`config.mk`:
```
export PLATFORM = sky130hd
export DESIGN_NAME = multicycle_ctrl
export DESIGN_NICKNAME = d
export VERILOG_FILES = /design/src/rtl/multicycle_ctrl_pkg.sv /design/src/rtl/mc_wait_timer.sv /design/src/rtl/multicycle_ctrl.sv
export SDC_FILE = /design/constraint.sdc
export NUM_CORES = 1
export LEC_CHECK = 0
export ABC_AREA = 0
export BUFFER_PORTS_ARGS = -buffer_cell sky130_fd_sc_hd__buf_2
export CAP_MARGIN = 20
export CORE_MARGIN = 3
export CORE_UTILIZATION = 50
export DETAILED_ROUTE_END_ITERATION = 6
export HOLD_SLACK_MARGIN = 0.12
export PLACE_DENSITY = 0.79
export SLEW_MARGIN = 30
export SYNTH_ARGS = -nofsm -noshare
export SYNTH_HDL_FRONTEND = slang
export SYNTH_SLANG_ARGS = --single-unit
```
`constraint.sdc`:
```
create_clock -name clk -period 1.85 [get_ports clk]
set_input_delay 0.185 -clock clk [delete_from_list [all_inputs] [get_ports clk]]
set_output_delay 0.185 -clock clk [all_outputs]
set_load 0.05 [all_outputs]
```
`src/rtl/multicycle_ctrl_pkg.sv`:
```
// Shared encodings for the multi-cycle MIPS controller: state codes, opcodes and
// datapath mux select values, used by the controller, the datapath and the bench.
package multicycle_ctrl_pkg;

  typedef enum logic [3:0] {
    S_IDLE     = 4'd0,
    S_FETCH    = 4'd1,
    S_DECODE   = 4'd2,
    S_EXEC_R   = 4'd3,
    S_EXEC_I   = 4'd4,
    S_ALU_WB   = 4'd5,
    S_BRANCH   = 4'd6,
    S_JUMP     = 4'd7,
    S_JAL      = 4'd8,
    S_MEM_ADDR = 4'd9,
    S_MEM_RD   = 4'd10,
    S_MEM_WB   = 4'd11,
    S_MEM_WR   = 4'd12,
    S_TRAP     = 4'd13,
    S_FAULT    = 4'd14
  } state_e;

  localparam logic [5:0] OP_RTYPE = 6'h00;
  localparam logic [5:0] OP_J     = 6'h02;
  localparam logic [5:0] OP_JAL   = 6'h03;
  localparam logic [5:0] OP_BEQ   = 6'h04;
  localparam logic [5:0] OP_BNE   = 6'h05;
  localparam logic [5:0] OP_LB    = 6'h20;
  localparam logic [5:0] OP_LW    = 6'h23;
  localparam logic [5:0] OP_SB    = 6'h28;
  localparam logic [5:0] OP_SW    = 6'h2B;

  localparam logic [1:0] PCSRC_ALU    = 2'b00;
  localparam logic [1:0] PCSRC_ALUOUT = 2'b01;
  localparam logic [1:0] PCSRC_JUMP   = 2'b10;
  localparam logic [1:0] PCSRC_TRAP   = 2'b11;

  localparam logic [1:0] ASB_RT     = 2'b00;
  localparam logic [1:0] ASB_FOUR   = 2'b01;
  localparam logic [1:0] ASB_IMM    = 2'b10;
  localparam logic [1:0] ASB_IMM_SH = 2'b11;

  localparam logic [1:0] ALUOP_ADD   = 2'b00;
  localparam logic [1:0] ALUOP_SUB   = 2'b01;
  localparam logic [1:0] ALUOP_FUNCT = 2'b10;
  localparam logic [1:0] ALUOP_ITYPE = 2'b11;

  localparam logic [1:0] RDST_RT = 2'b00;
  localparam logic [1:0] RDST_RD = 2'b01;
  localparam logic [1:0] RDST_RA = 2'b10;

  localparam logic [1:0] M2R_ALU = 2'b00;
  localparam logic [1:0] M2R_MDR = 2'b01;
  localparam logic [1:0] M2R_PC  = 2'b10;

  // Immediate ALU group addi..lui (0x08-0x0F): the only I-types treated as defined.
  function automatic logic is_itype(input logic [5:0] op);
    return (op[5:3] == 3'b001);
  endfunction

endpackage

```
`src/rtl/mc_wait_timer.sv`:
```
// Memory wait counter: clears on clr_i, counts on en_i, and flags the cycle whose
// wait would be the LIMIT-th consecutive one.
module mc_wait_timer #(
  parameter int TW    = 8,
  parameter int LIMIT = 15
) (
  input  logic clk,
  input  logic rst,
  input  logic clr_i,
  input  logic en_i,
  output logic expire_o
);

  logic [TW-1:0] cnt_q;

  always_ff @(posedge clk or posedge rst) begin
    if (rst) begin
      cnt_q <= '0;
    end else if (clr_i) begin
      cnt_q <= '0;
    end else if (en_i) begin
      cnt_q <= cnt_q + TW'(1);
    end
  end

  // cnt_q holds the waits already seen, so the current wait is number cnt_q+1.
  assign expire_o = en_i && (cnt_q == TW'(LIMIT - 1));

endmodule

```
`src/rtl/multicycle_ctrl.sv`:
```
// Control FSM for the shared multi-cycle MIPS datapath with memory stall/timeout.
// Define MULTICYCLE_CTRL_TRAP_EN to trap undefined opcodes instead of running them as I-type.
module multicycle_ctrl
  import multicycle_ctrl_pkg::*;
#(
  parameter int MEM_TIMEOUT = 15,
  parameter int TW          = 8
) (
  input  logic       clk,
  input  logic       rst,
  input  logic [5:0] opcode,
  input  logic       mem_ready,
  output logic       ir_write,
  output logic       pc_write,
  output logic       pc_write_cond,
  output logic       branch_ne,
  output logic [1:0] pc_source,
  output logic       iord,
  output logic       mem_read,
  output logic       mem_write,
  output logic       mem_byte,
  output logic       reg_write,
  output logic [1:0] reg_dst,
  output logic [1:0] mem2reg,
  output logic       alu_src_a,
  output logic [1:0] alu_src_b,
  output logic [1:0] alu_op,
  output logic       epc_write,
  output logic       instr_done,
  output logic       fault,
  output logic [3:0] state_o
);

  state_e state_q;
  logic   in_mem_state;
  logic   wait_expire;

  assign in_mem_state = (state_q == S_FETCH) || (state_q == S_MEM_RD) || (state_q == S_MEM_WR);

  // Memory states only leave on ready, so clearing on ready (or outside them)
  // is the same as clearing on entry.
  mc_wait_timer #(
    .TW    (TW),
    .LIMIT (MEM_TIMEOUT)
  ) u_wait_timer (
    .clk      (clk),
    .rst      (rst),
    .clr_i    (!in_mem_state || mem_ready),
    .en_i     (in_mem_state && !mem_ready),
    .expire_o (wait_expire)
  );

  always_ff @(posedge clk or posedge rst) begin
    if (rst) begin
      state_q <= S_IDLE;
    end else begin
      case (state_q)
        S_IDLE:   state_q <= S_FETCH;
        S_FETCH: begin
          if (mem_ready)        state_q <= S_DECODE;
          else if (wait_expire) state_q <= S_FAULT;
        end
        S_DECODE: begin
          case (opcode)
            OP_RTYPE:                  state_q <= S_EXEC_R;
            OP_J:                      state_q <= S_JUMP;
            OP_JAL:                    state_q <= S_JAL;
            OP_BEQ, OP_BNE:            state_q <= S_BRANCH;
            OP_LB, OP_LW, OP_SB, OP_SW: state_q <= S_MEM_ADDR;
            default: begin
`ifdef MULTICYCLE_CTRL_TRAP_EN
              state_q <= is_itype(opcode) ? S_EXEC_I : S_TRAP;
`else
              state_q <= S_EXEC_I;
`endif
            end
          endcase
        end
        S_EXEC_R, S_EXEC_I: state_q <= S_ALU_WB;
        S_MEM_ADDR: begin
          if (opcode == OP_SB || opcode == OP_SW) state_q <= S_MEM_WR;
          else                                    state_q <= S_MEM_RD;
        end
        S_MEM_RD, S_MEM_WR: begin
          if (mem_ready) begin
            state_q <= (state_q == S_MEM_RD) ? S_MEM_WB : S_FETCH;
          end else if (wait_expire) begin
            state_q <= S_FAULT;
          end
        end
        S_ALU_WB, S_BRANCH, S_JUMP, S_JAL, S_MEM_WB: state_q <= S_FETCH;
`ifdef MULTICYCLE_CTRL_TRAP_EN
        S_TRAP:   state_q <= S_FETCH;
`endif
        S_FAULT:  state_q <= S_FAULT;
        default:  state_q <= S_IDLE;
      endcase
    end
  end

  always_comb begin
    ir_write      = 1'b0;
    pc_write      = 1'b0;
    pc_write_cond = 1'b0;
    branch_ne     = 1'b0;
    pc_source     = PCSRC_ALU;
    iord          = 1'b0;
    mem_read      = 1'b0;
    mem_write     = 1'b0;
    mem_byte      = 1'b0;
    reg_write     = 1'b0;
    reg_dst       = RDST_RT;
    mem2reg       = M2R_ALU;
    alu_src_a     = 1'b0;
    alu_src_b     = ASB_RT;
    alu_op        = ALUOP_ADD;
    epc_write     = 1'b0;
    instr_done    = 1'b0;
    fault         = 1'b0;
    case (state_q)
      S_FETCH: begin
        mem_read  = 1'b1;
        alu_src_b = ASB_FOUR;
        ir_write  = mem_ready;
        pc_write  = mem_ready;
      end
      S_DECODE: alu_src_b = ASB_IMM_SH;
      S_EXEC_R: begin
        alu_src_a = 1'b1;
        alu_op    = ALUOP_FUNCT;
      end
      S_EXEC_I: begin
        alu_src_a = 1'b1;
        alu_src_b = ASB_IMM;
        alu_op    = ALUOP_ITYPE;
      end
      S_ALU_WB: begin
        reg_write  = 1'b1;
        reg_dst    = (opcode == OP_RTYPE) ? RDST_RD : RDST_RT;
        instr_done = 1'b1;
      end
      S_BRANCH: begin
        alu_src_a     = 1'b1;
        alu_op        = ALUOP_SUB;
        pc_write_cond = 1'b1;
        pc_source     = PCSRC_ALUOUT;
        branch_ne     = (opcode == OP_BNE);
        instr_done    = 1'b1;
      end
      S_JUMP: begin
        pc_write   = 1'b1;
        pc_source  = PCSRC_JUMP;
        instr_done = 1'b1;
      end
      S_JAL: begin
        pc_write   = 1'b1;
        pc_source  = PCSRC_JUMP;
        reg_write  = 1'b1;
        reg_dst    = RDST_RA;
        mem2reg    = M2R_PC;
        instr_done = 1'b1;
      end
      S_MEM_ADDR: begin
        alu_src_a = 1'b1;
        alu_src_b = ASB_IMM;
      end
      S_MEM_RD: begin
        mem_read = 1'b1;
        iord     = 1'b1;
        mem_byte = (opcode == OP_LB);
      end
      S_MEM_WB: begin
        reg_write  = 1'b1;
        mem2reg    = M2R_MDR;
        instr_done = 1'b1;
      end
      S_MEM_WR: begin
        mem_write  = 1'b1;
        iord       = 1'b1;
        mem_byte   = (opcode == OP_SB);
        instr_done = mem_ready;
      end
`ifdef MULTICYCLE_CTRL_TRAP_EN
      S_TRAP: begin
        epc_write  = 1'b1;
        pc_write   = 1'b1;
        pc_source  = PCSRC_TRAP;
        instr_done = 1'b1;
      end
`endif
      S_FAULT: fault = 1'b1;
      default: ;
    endcase
  end

  assign state_o = state_q;

endmodule

```
======== Word-level counts from Yosys, hierarchy flattened ========
Index checks and enable logic that the tools add are counted.
word-level totals
  flip-flop bits (word level) ............. 12
  bits in latches ......................... 0
  memory bits (writable) .................. 0
  ROM bits ................................ 0
  bits of input ports ..................... 9
  output and inout bits ................... 27
  logic and storage cells ................. 74
  memories kept ........................... 0
cells by class
  add/sub/neg operators ................... 1
  multiply operators ...................... 0
  div/mod/pow operators ................... 0
  magnitude comparators ................... 0
  equal/unequal tests ..................... 22
  shift-type cells ........................ 0
  mux-type cells .......................... 27
  bitwise operators ....................... 0
  reduce and logical (&&, ||, !) cells .... 22
operators by type and width
  kind                                                  number
  case mux 4 bit (7 select lines)                       1
  equality test 4 bit (second input constant)           6
  equality test 6 bit (second input constant)           4
  case mux 4 bit (5 select lines)                       1
  equality test 4 x 3 -> 1 bit (second input constant)  4
  2-to-1 mux 4 bit                                      4
  2-to-1 mux 8 bit                                      2
  equality test 6 x 2 -> 1 bit (second input constant)  2
  equality test 6 x 3 -> 1 bit (second input constant)  2
  case mux 2 bit (2 select lines)                       3
  case mux 2 bit (3 select lines)                       2
  OR reduction 2 bit                                    6
  2-to-1 mux 1 bit                                      10
  adder 8 x 1 -> 8 bit (second input constant)          1
  equality test 4 x 2 -> 1 bit (second input constant)  2
  equality test 8 x 4 -> 1 bit (second input constant)  1
  OR reduction 4 bit                                    2
  zero test 6 bit                                       1
  case mux 1 bit (2 select lines)                       3
  OR reduction 6 bit                                    1
  OR reduction 5 bit                                    1
  equality test 4 x 1 -> 1 bit (second input constant)  1
  zero test 4 bit                                       1
  logical OR 1 bit                                      4
  5 further kinds                                       7

======== Depth between registers and ports, before layout ========
Gate-level depths: netlist (run 1).
  depth after elaboration ................. 8
  depth in mapped cells ................... 6
  depth with buffers taken out ............ 5

======== Hierarchy ========
A second synthesis (run 1) with hierarchy kept.
second synthesis, totals
  cells, all modules ...................... 158
  area total of the unflattened synthesis .. 1223.7 µm²
modules (own cells, without submodules)
  module           times used  cells each  area an instance (µm²)
  multicycle_ctrl  1           115         798.3
  mc_wait_timer    1           43          425.4

======== Least setup slack after synthesis (run 1) ========
No wires, ideal clock.
  kind .................................... reg-to-output
  start point ............................. reg state_q[3] (netlist: state_o[3])
  end point ............................... out instr_done
  arrival time ............................ 2925 ps
  setup slack ............................. -1260 ps
  cell stages (with the launch flop) ...... 4
  path through ............................ dfrtp_1 -> buf_2 -> nand2b_1 -> o311ai_0
between the ends
  word-level cells in the longest chain between the ends .. 3
  elaborated cells on any way between the ends .. 8
  those cells by class .................... eq/ne: 6; mux: 1; reduce/logical: 1
RTL lines
  element                                                              line                    text
  start: declaration                                                   multicycle_ctrl.sv:34   state_e state_q;
  start signal: assignment                                             multicycle_ctrl.sv:86   state_q <= (state_q == S_MEM_RD) ? S_MEM_WB : S_FETCH;
  equality test 4 bit or equality test 4 x 3 -> 1 bit (tied branches)  multicycle_ctrl.sv:120  case (state_q)
  OR reduction 5 bit (no line)                                         n/a
  case mux 1 bit (2 select lines) *                                    multicycle_ctrl.sv:120
  end: declaration                                                     multicycle_ctrl.sv:29   output logic instr_done,
Mark *: on every way between the ends. The rest lies on a longest branch, timed or not.

======== Final worst setup path (run 1) ========
  start point ............................. reg state_q[1] (netlist: state_o[1])
  end point ............................... reg state_q[0] (netlist: state_o[0])
between the ends
  word-level cells in the longest chain between the ends .. 8
  elaborated cells on any way between the ends .. 25
  those cells by class .................... eq/ne: 13; mux: 4; reduce/logical: 8
RTL lines
  element                                                              line                                          text
  equality test 4 x 1 -> 1 bit or equality test 4 bit (tied branches)  multicycle_ctrl.sv:38, multicycle_ctrl.sv:57
  logical OR 1 bit (2 in series)                                       multicycle_ctrl.sv:38                         assign in_mem_state = (state_q == S_FETCH) || (state_q == S_MEM_RD) || (state_q == S_MEM_WR);
  logical AND 1 bit                                                    multicycle_ctrl.sv:49                         .en_i (in_mem_state && !mem_ready),
  logical AND 1 bit                                                    mc_wait_timer.sv:27                           assign expire_o = en_i && (cnt_q == TW'(LIMIT - 1));
  2-to-1 mux 4 bit                                                     n/a
  2-to-1 mux 4 bit, on equally long branches                           n/a
  case mux 4 bit (7 select lines) *                                    multicycle_ctrl.sv:57                         case (state_q)
Marked as above.
A chain may end at the register's enable or synchronous reset.

==> results.py, run 1 <==
metrics = {
    "outcome": {
        "status": "complete, but fails checks",
        "violations": "setup timing",
    },
    "critical_path": {
        "cp_cell_sequence": "buf_6, or4b_4, o32ai_4, and2_1, o221ai_2",
        "endpoint_kind": "flip-flop",
        "critPathLaunchType": "flip-flop",
        "critPathMaxFanout": 7,
        "crit_required_ps": 2000,
        "crit_family": "simple AND/OR/NAND/NOR gates",
        "critPathArrivalTime_ps": 2020,
        "path_buf_inv": 1,
        "slowest_delay_ps": 570,
        "slowest_stage": "or4b_4",
        "path_class": "reg -> reg",
    },
    "run": {
        "maxCapViolCount": 0,
    },
    "grt": {
        "grt_pass1_vias": 1114,
        "grt_busiest_layer": "met2",
        "grt_use_met2": 0.398,
        "grt_max_degree": 15,
        "grtUsageMet3": 0.0789,
        "grt_pass1_wl_microns": 5240,
        "grtUsageTotal": 0.254,
        "antenna_found_initial": 0,
        "overflow": 0,
        "grt_use_met1": 0.338,
    },
    "layout": {
        "final_cells": 225,
        "final_common_cell": "nor2_1",
        "drive_gt1_frac": 0.495,
        "area_growth_pct": 53.7,
        "stdcell_area_sq_um": 1730,
        "final_cell_mix": "nor2_1, buf_4, buf_2",
        "nets": 210,
        "fin_util": 0.849,
        "num_antenna_cells": 0,
    },
    "logic_synthesis": {
        "synth_top_family_by_area": "simple AND/OR/NAND/NOR gates",
        "synth_seq_area_share": 0.266,
        "synth-simple-area-share": 0.344,
        "synth_area_sq_um": 1130,
        "synth_top_area_frac": 0.266,
        "synth_cell_type_count": 48,
        "async_flop_share": 1.00,
        "synth_seq_cells": 12,
        "yosys_warnings": 0,
        "syn_area_per_cell_sq_um": 7.72,
        "synth_xor_area_frac": 0.0622,
        "yosysTopAreaCell": "dfrtp_1",
        "synthFlopType": "dfrtp_1",
        "synth_compound_area_frac": 0.214,
        "synth.area.mux_share": 0.0189,
        "synth_area_leaders": "dfrtp_1, nor2_1, nand2b_1",
        "syn_nets": 157,
        "synth_adder_area_share": 0.0222,
        "synth_edf_count": 0,
        "synthCells": 146,
    },
    "clock_network": {
        "cts_root_buffer": "clkbuf_4",
        "h-tree-depth": 1,
        "cts_buffers": 3,
        "cts_sinks": 12,
        "clk_pin_slew_ps": 80,
        "cts_buffer_depth": 2,
        "cts_tree": "built",
        "clk_latency_ps": 280,
    },
    "sta": {
        "period_share": 1.01,
        "hold-worst-slack_ps": 354,
        "finalHoldViolations": 0,
        "slew_viol_final": 0,
        "rsz0062_at_grt": "true",
        "clock.fmax_ghz": 0.533,
        "min_period_ps": 1880,
        "setup_violations": 2,
        "skew_ps": 4.10,
        "layout_setup_ws_ps": -26.5,
    },
    "route": {
        "vias_per_cell": 6.11,
        "vias": 1375,
        "postRouteAntennaNets": 0,
        "wl_per_cell_microns": 18.2,
        "dr.pass1.iters": 5,
        "wl_microns": 4110,
        "drc_errors": 0,
        "drt_iter0_markers": 92,
    },
    "die": {
        "pin_count": 36,
        "die-width_microns": 53.5,
        "start_util": 0.552,
        "num_rows": 16,
        "die_height_microns": 53.5,
        "core_sq_um": 2040,
        "dieArea_sq_um": 2860,
    },
    "placed_design": {
        "gp_congestion": 0.949,
        "post-place-cells": 204,
        "dp_hpwl_microns": 2460,
        "port_buffers": 34,
        "dpl_cell_area_sq_um": 1440,
    },
    "power_and_ir_drop": {
        "p_leak_nw": 0.793,
        "peakVddDrop_uv": 1110,
        "powerDensity_nw_per_um2": 1560,
        "p_total_mw": 2.70,
    },
    "worst_hold_path": {
        "hold_path.class": "in -> reg",
    },
}
-- cells by family after synthesis --
group / Yosys count
other: 1
flip-flops: 12
adder cells (fa/ha/maj): 2
XOR/XNOR: 8
multiplexers: 2
AO/OA/AOI/OAI: 31
buffers and inverters: 14
AND/OR/NAND/NOR: 76
-- repair_timing --
action | CTS | global route
setup endpoints to repair | 13 | 18
cloned | 0 | 0
endpoints found under the hold margin | 12 | 0
resized for setup | 10 | 32
hold buffers | 1 | 0
buffers inserted | 6 | 10
-- area by class of cell --
class	count	area, sq um
Multi-Input combinational cell	120	920
Sequential cell	12	305
Fill cell	115	309
Tap cell	27	33.8
Timing Repair Buffer	58	419
Clock buffer	4	36.3
Inverter	4	18.8
-- state kept, by name, summed over array words and instances (netlist names) --
name,count
state_o,4
u_wait_timer.cnt_q,8
-- worst min-delay path, cell delays in order --
cell and delay, ps:
buf_2 210, a211oi_1 80, o21ai_1 120
-- power by group --
part	leakage (nW)	switching [mW]	internal [mW]	total, mW
registers	0.157	0.0925	0.310	0.402
logic	0.615	1.30	0.790	2.09
clock network	0.0210	0.0899	0.120	0.210
-- synth_stat cells, types with 4 or more instances --
library cell,number
nand2_1,9
o21ai_0,4
nand2b_1,8
nor2_1,32
xor2_1,5
and2_1,4
a21oi_1,8
nor3_1,5
dfrtp_1,12
inv_1,4
buf_4,4
-- final timing paths --
check,slack (ps),from,to,cells past startpoint
max reg2reg,-30,state_o[1]$_DFF_PP0_,state_o[0]$_DFF_PP0_,5
max in group asynchronous,1060,rst,state_o[3]$_DFF_PP0_,3
min reg2reg,530,u_wait_timer.cnt_q[3]$_DFF_PP0_,u_wait_timer.cnt_q[3]$_DFF_PP0_,2
min,350,mem_ready,state_o[1]$_DFF_PP0_,3
min in group asynchronous,460,rst,u_wait_timer.cnt_q[5]$_DFF_PP0_,3
max,-30,state_o[1]$_DFF_PP0_,state_o[0]$_DFF_PP0_,5
-- layer usage --
metal,routed length [microns],share of wire,vias up
met5,0,0,-
met4,131,0.032,0
met3,394,0.096,16
met1,1650,0.40,633
met2,1930,0.47,97
li1,-,-,629
-- stage by stage --
step / worst slack [ps] / setup TNS, ps
final: -26.5 / -41.1
after global routing: -49.3 / -177
after CTS: -8.60 / -13.9
after detailed placement: 146 / 0
after global placement: 175 / 0
after floorplan: -127 / -585
(Power assumes the default switching activity.)
==> run 2: changes to the inputs <==
--- a/config.mk
+++ b/config.mk
@@ -8,11 +8,12 @@
 export ABC_AREA = 0
 export BUFFER_PORTS_ARGS = -buffer_cell sky130_fd_sc_hd__buf_2
 export CAP_MARGIN = 20
+export CELL_PAD_IN_SITES_DETAIL_PLACEMENT = 1
+export CELL_PAD_IN_SITES_GLOBAL_PLACEMENT = 1
 export CORE_MARGIN = 3
-export CORE_UTILIZATION = 50
+export CORE_UTILIZATION = 36
 export DETAILED_ROUTE_END_ITERATION = 6
-export HOLD_SLACK_MARGIN = 0.12
-export PLACE_DENSITY = 0.79
+export PLACE_DENSITY_LB_ADDON = 0.1
 export SLEW_MARGIN = 30
 export SYNTH_ARGS = -nofsm -noshare
 export SYNTH_HDL_FRONTEND = slang
==> results.py, run 2 (same netlist as run 1, synthesis figures left out) <==
metrics = {
    "outcome": {
        "status": "finished, final reports clean",
    },
    "placed_design": {
        "dp_hpwl_microns": 2820,
        "gp_congestion": 0.834,
        "port_buffers": 34,
    },
    "route": {
        "dr.pass1.iters": 4,
        "postRouteAntennaNets": 0,
        "drc_errors": 0,
        "vias": 1286,
        "vias_per_cell": 5.27,
        "wl_microns": 4110,
        "wl_per_cell_microns": 16.8,
        "drt_iter0_markers": 23,
    },
    "critical_path": {
        "critPathMaxFanout": 6,
        "path_buf_inv": 3,
        "crit_family": "buffers and inverters",
        "endpoint_kind": "output port",
        "path_common_cell": "buf_4",
        "cp_cell_sequence": "buf_4, inv_1, nor2_1, o21ai_1, o311ai_2, buf_4",
        "critPathArrivalTime_ps": 1660,
        "path_class": "reg -> out",
        "reg2reg_from": "state_o[1]$_DFF_PP0_",
        "critPathLaunchType": "flip-flop",
        "reg2regPathDepth": 6,
        "r2r_end": "state_o[0]$_DFF_PP0_",
        "crit_required_ps": 1660,
        "slowest_delay_ps": 460,
        "slowest_stage": "dfrtp_2",
        "reg2reg_slack_ps": 40,
    },
    "grt": {
        "overflow": 0,
        "grtUsageTotal": 0.205,
        "antenna_found_initial": 0,
        "grt_pass1_wl_microns": 5730,
        "grt_pass1_vias": 1166,
        "grt_max_degree": 15,
    },
    "sta": {
        "hold-worst-slack_ps": 330,
        "period_share": 0.996,
        "skew_ps": 2.24,
        "clock.fmax_ghz": 0.543,
        "min_period_ps": 1840,
        "slew_viol_final": 0,
        "finalHoldViolations": 0,
        "setup_violations": 0,
        "rsz0062_at_grt": "true",
    },
    "clock_network": {
        "h-tree-depth": 1,
        "clk_latency_ps": 280,
        "cts_buffers": 3,
        "clk_pin_slew_ps": 80,
        "cts_tree": "built",
        "cts_buffer_depth": 2,
        "cts_root_buffer": "clkbuf_4",
        "cts_sinks": 12,
    },
    "die": {
        "die-width_microns": 62.0,
        "start_util": 0.392,
        "core_sq_um": 2880,
        "die_height_microns": 62.0,
        "pin_count": 36,
        "num_rows": 19,
        "dieArea_sq_um": 3840,
    },
    "layout": {
        "largest_register": "u_wait_timer.cnt_q",
        "nets": 214,
        "drive_gt1_frac": 0.505,
        "largest_reg_flops": 8,
        "final_cell_mix": "buf_4, nor2_1, buf_2",
        "area_growth_pct": 54.2,
        "final_common_cell": "buf_4",
        "num_antenna_cells": 0,
    },
    "worst_hold_path": {
        "holdPathStages": 3,
        "hold_path.class": "in -> reg",
        "hold-path-endpoint": "state_o[3]$_DFF_PP0_",
        "hold_start": "mem_ready",
    },
    "power_and_ir_drop": {
        "intPower_mw": 1.15,
        "p_leak_nw": 0.806,
        "pwr-share-comb": 0.775,
        "peakVddDrop_uv": 738,
        "power.share.switching": 0.551,
        "powerDensity_nw_per_um2": 1470,
        "p_total_mw": 2.56,
        "p_switching_mw": 1.41,
        "seqPwrFrac": 0.155,
        "clockPowerShare": 0.070,
    },
    "run": {
        "maxCapViolCount": 0,
    },
}
-- run 2: per-stage QoR --
step | util | cell area (sq um) | instances | worst slack, ps | setup TNS (ps)
final | 0.604 | 1740 | 244 | 8.00 | 0
after global routing | 0.604 | 1740 | 244 | -46.6 | -223
after CTS | 0.563 | 1620 | 236 | -2.25 | -2.25
after detailed placement | 0.523 | 1500 | 225 | 150 | 0
after global placement | 0.523 | 1500 | 225 | 174 | 0
after floorplan | - | 1250 | 146 | -127 | -585
-- run 2: area by class of cell --
| class | instances | area [sq um] |
|---|---|---|
| Multi-Input combinational cell | 120 | 896 |
| Inverter | 4 | 18.8 |
| Clock buffer | 4 | 26.3 |
| Tap cell | 42 | 52.6 |
| Fill cell | 360 | 1140 |
| Timing Repair Buffer | 62 | 439 |
| Sequential cell | 12 | 305 |
-- run 2: per-layer routing --
layer  vias to the layer above  part of all wire  track usage
met2                        30              0.47        0.299
met5                         -                 0            0
met3                         6             0.036       0.0434
met1                       626              0.48        0.305
li1                        624                 -            -
met4                         0             0.011       0.0545
-- run 2: worst max-delay path by stage --
stage                                    start                    to  slack (ps)  cells past startpoint
after floorplan           state_o[3]$_DFF_PP0_            instr_done        -130                      3
after global placement    state_o[0]$_DFF_PP0_            instr_done         170                      3
after detailed placement  state_o[1]$_DFF_PP0_  state_o[0]$_DFF_PP0_         150                      4
after CTS                 state_o[0]$_DFF_PP0_             alu_op[1]          -2                      5
after global routing      state_o[1]$_DFF_PP0_             alu_op[1]         -50                      6
final                     state_o[1]$_DFF_PP0_            instr_done           8                      6
-- run 2: repair_timing --
item                       4_1_cts  5_1_grt
resized for setup               11       27
setup endpoints to repair        9       16
setup buffers                    6        8
hold endpoints to repair        12        0
pin swaps                        0        4
hold buffers                     1        0
-- run 2: worst reg2reg max path: cells and delay by family, from the launching register on --
family,cells,cell delay [ps]
AO/OA/AOI/OAI,2,230
buffers and inverters,2,270
flip-flops,1,460
AND/OR/NAND/NOR,2,730
-- run 2: power by group through the flow --
stage / clock network [mW] / logic (mW) / registers (mW)
floorplan: 0 / 1.18 / 0.464
detailed placement: 0 / 1.62 / 0.452
CTS: 0.182 / 1.73 / 0.435
global placement: 0 / 1.60 / 0.440
finish: 0.179 / 1.98 / 0.397
global route: 0.197 / 2.09 / 0.407
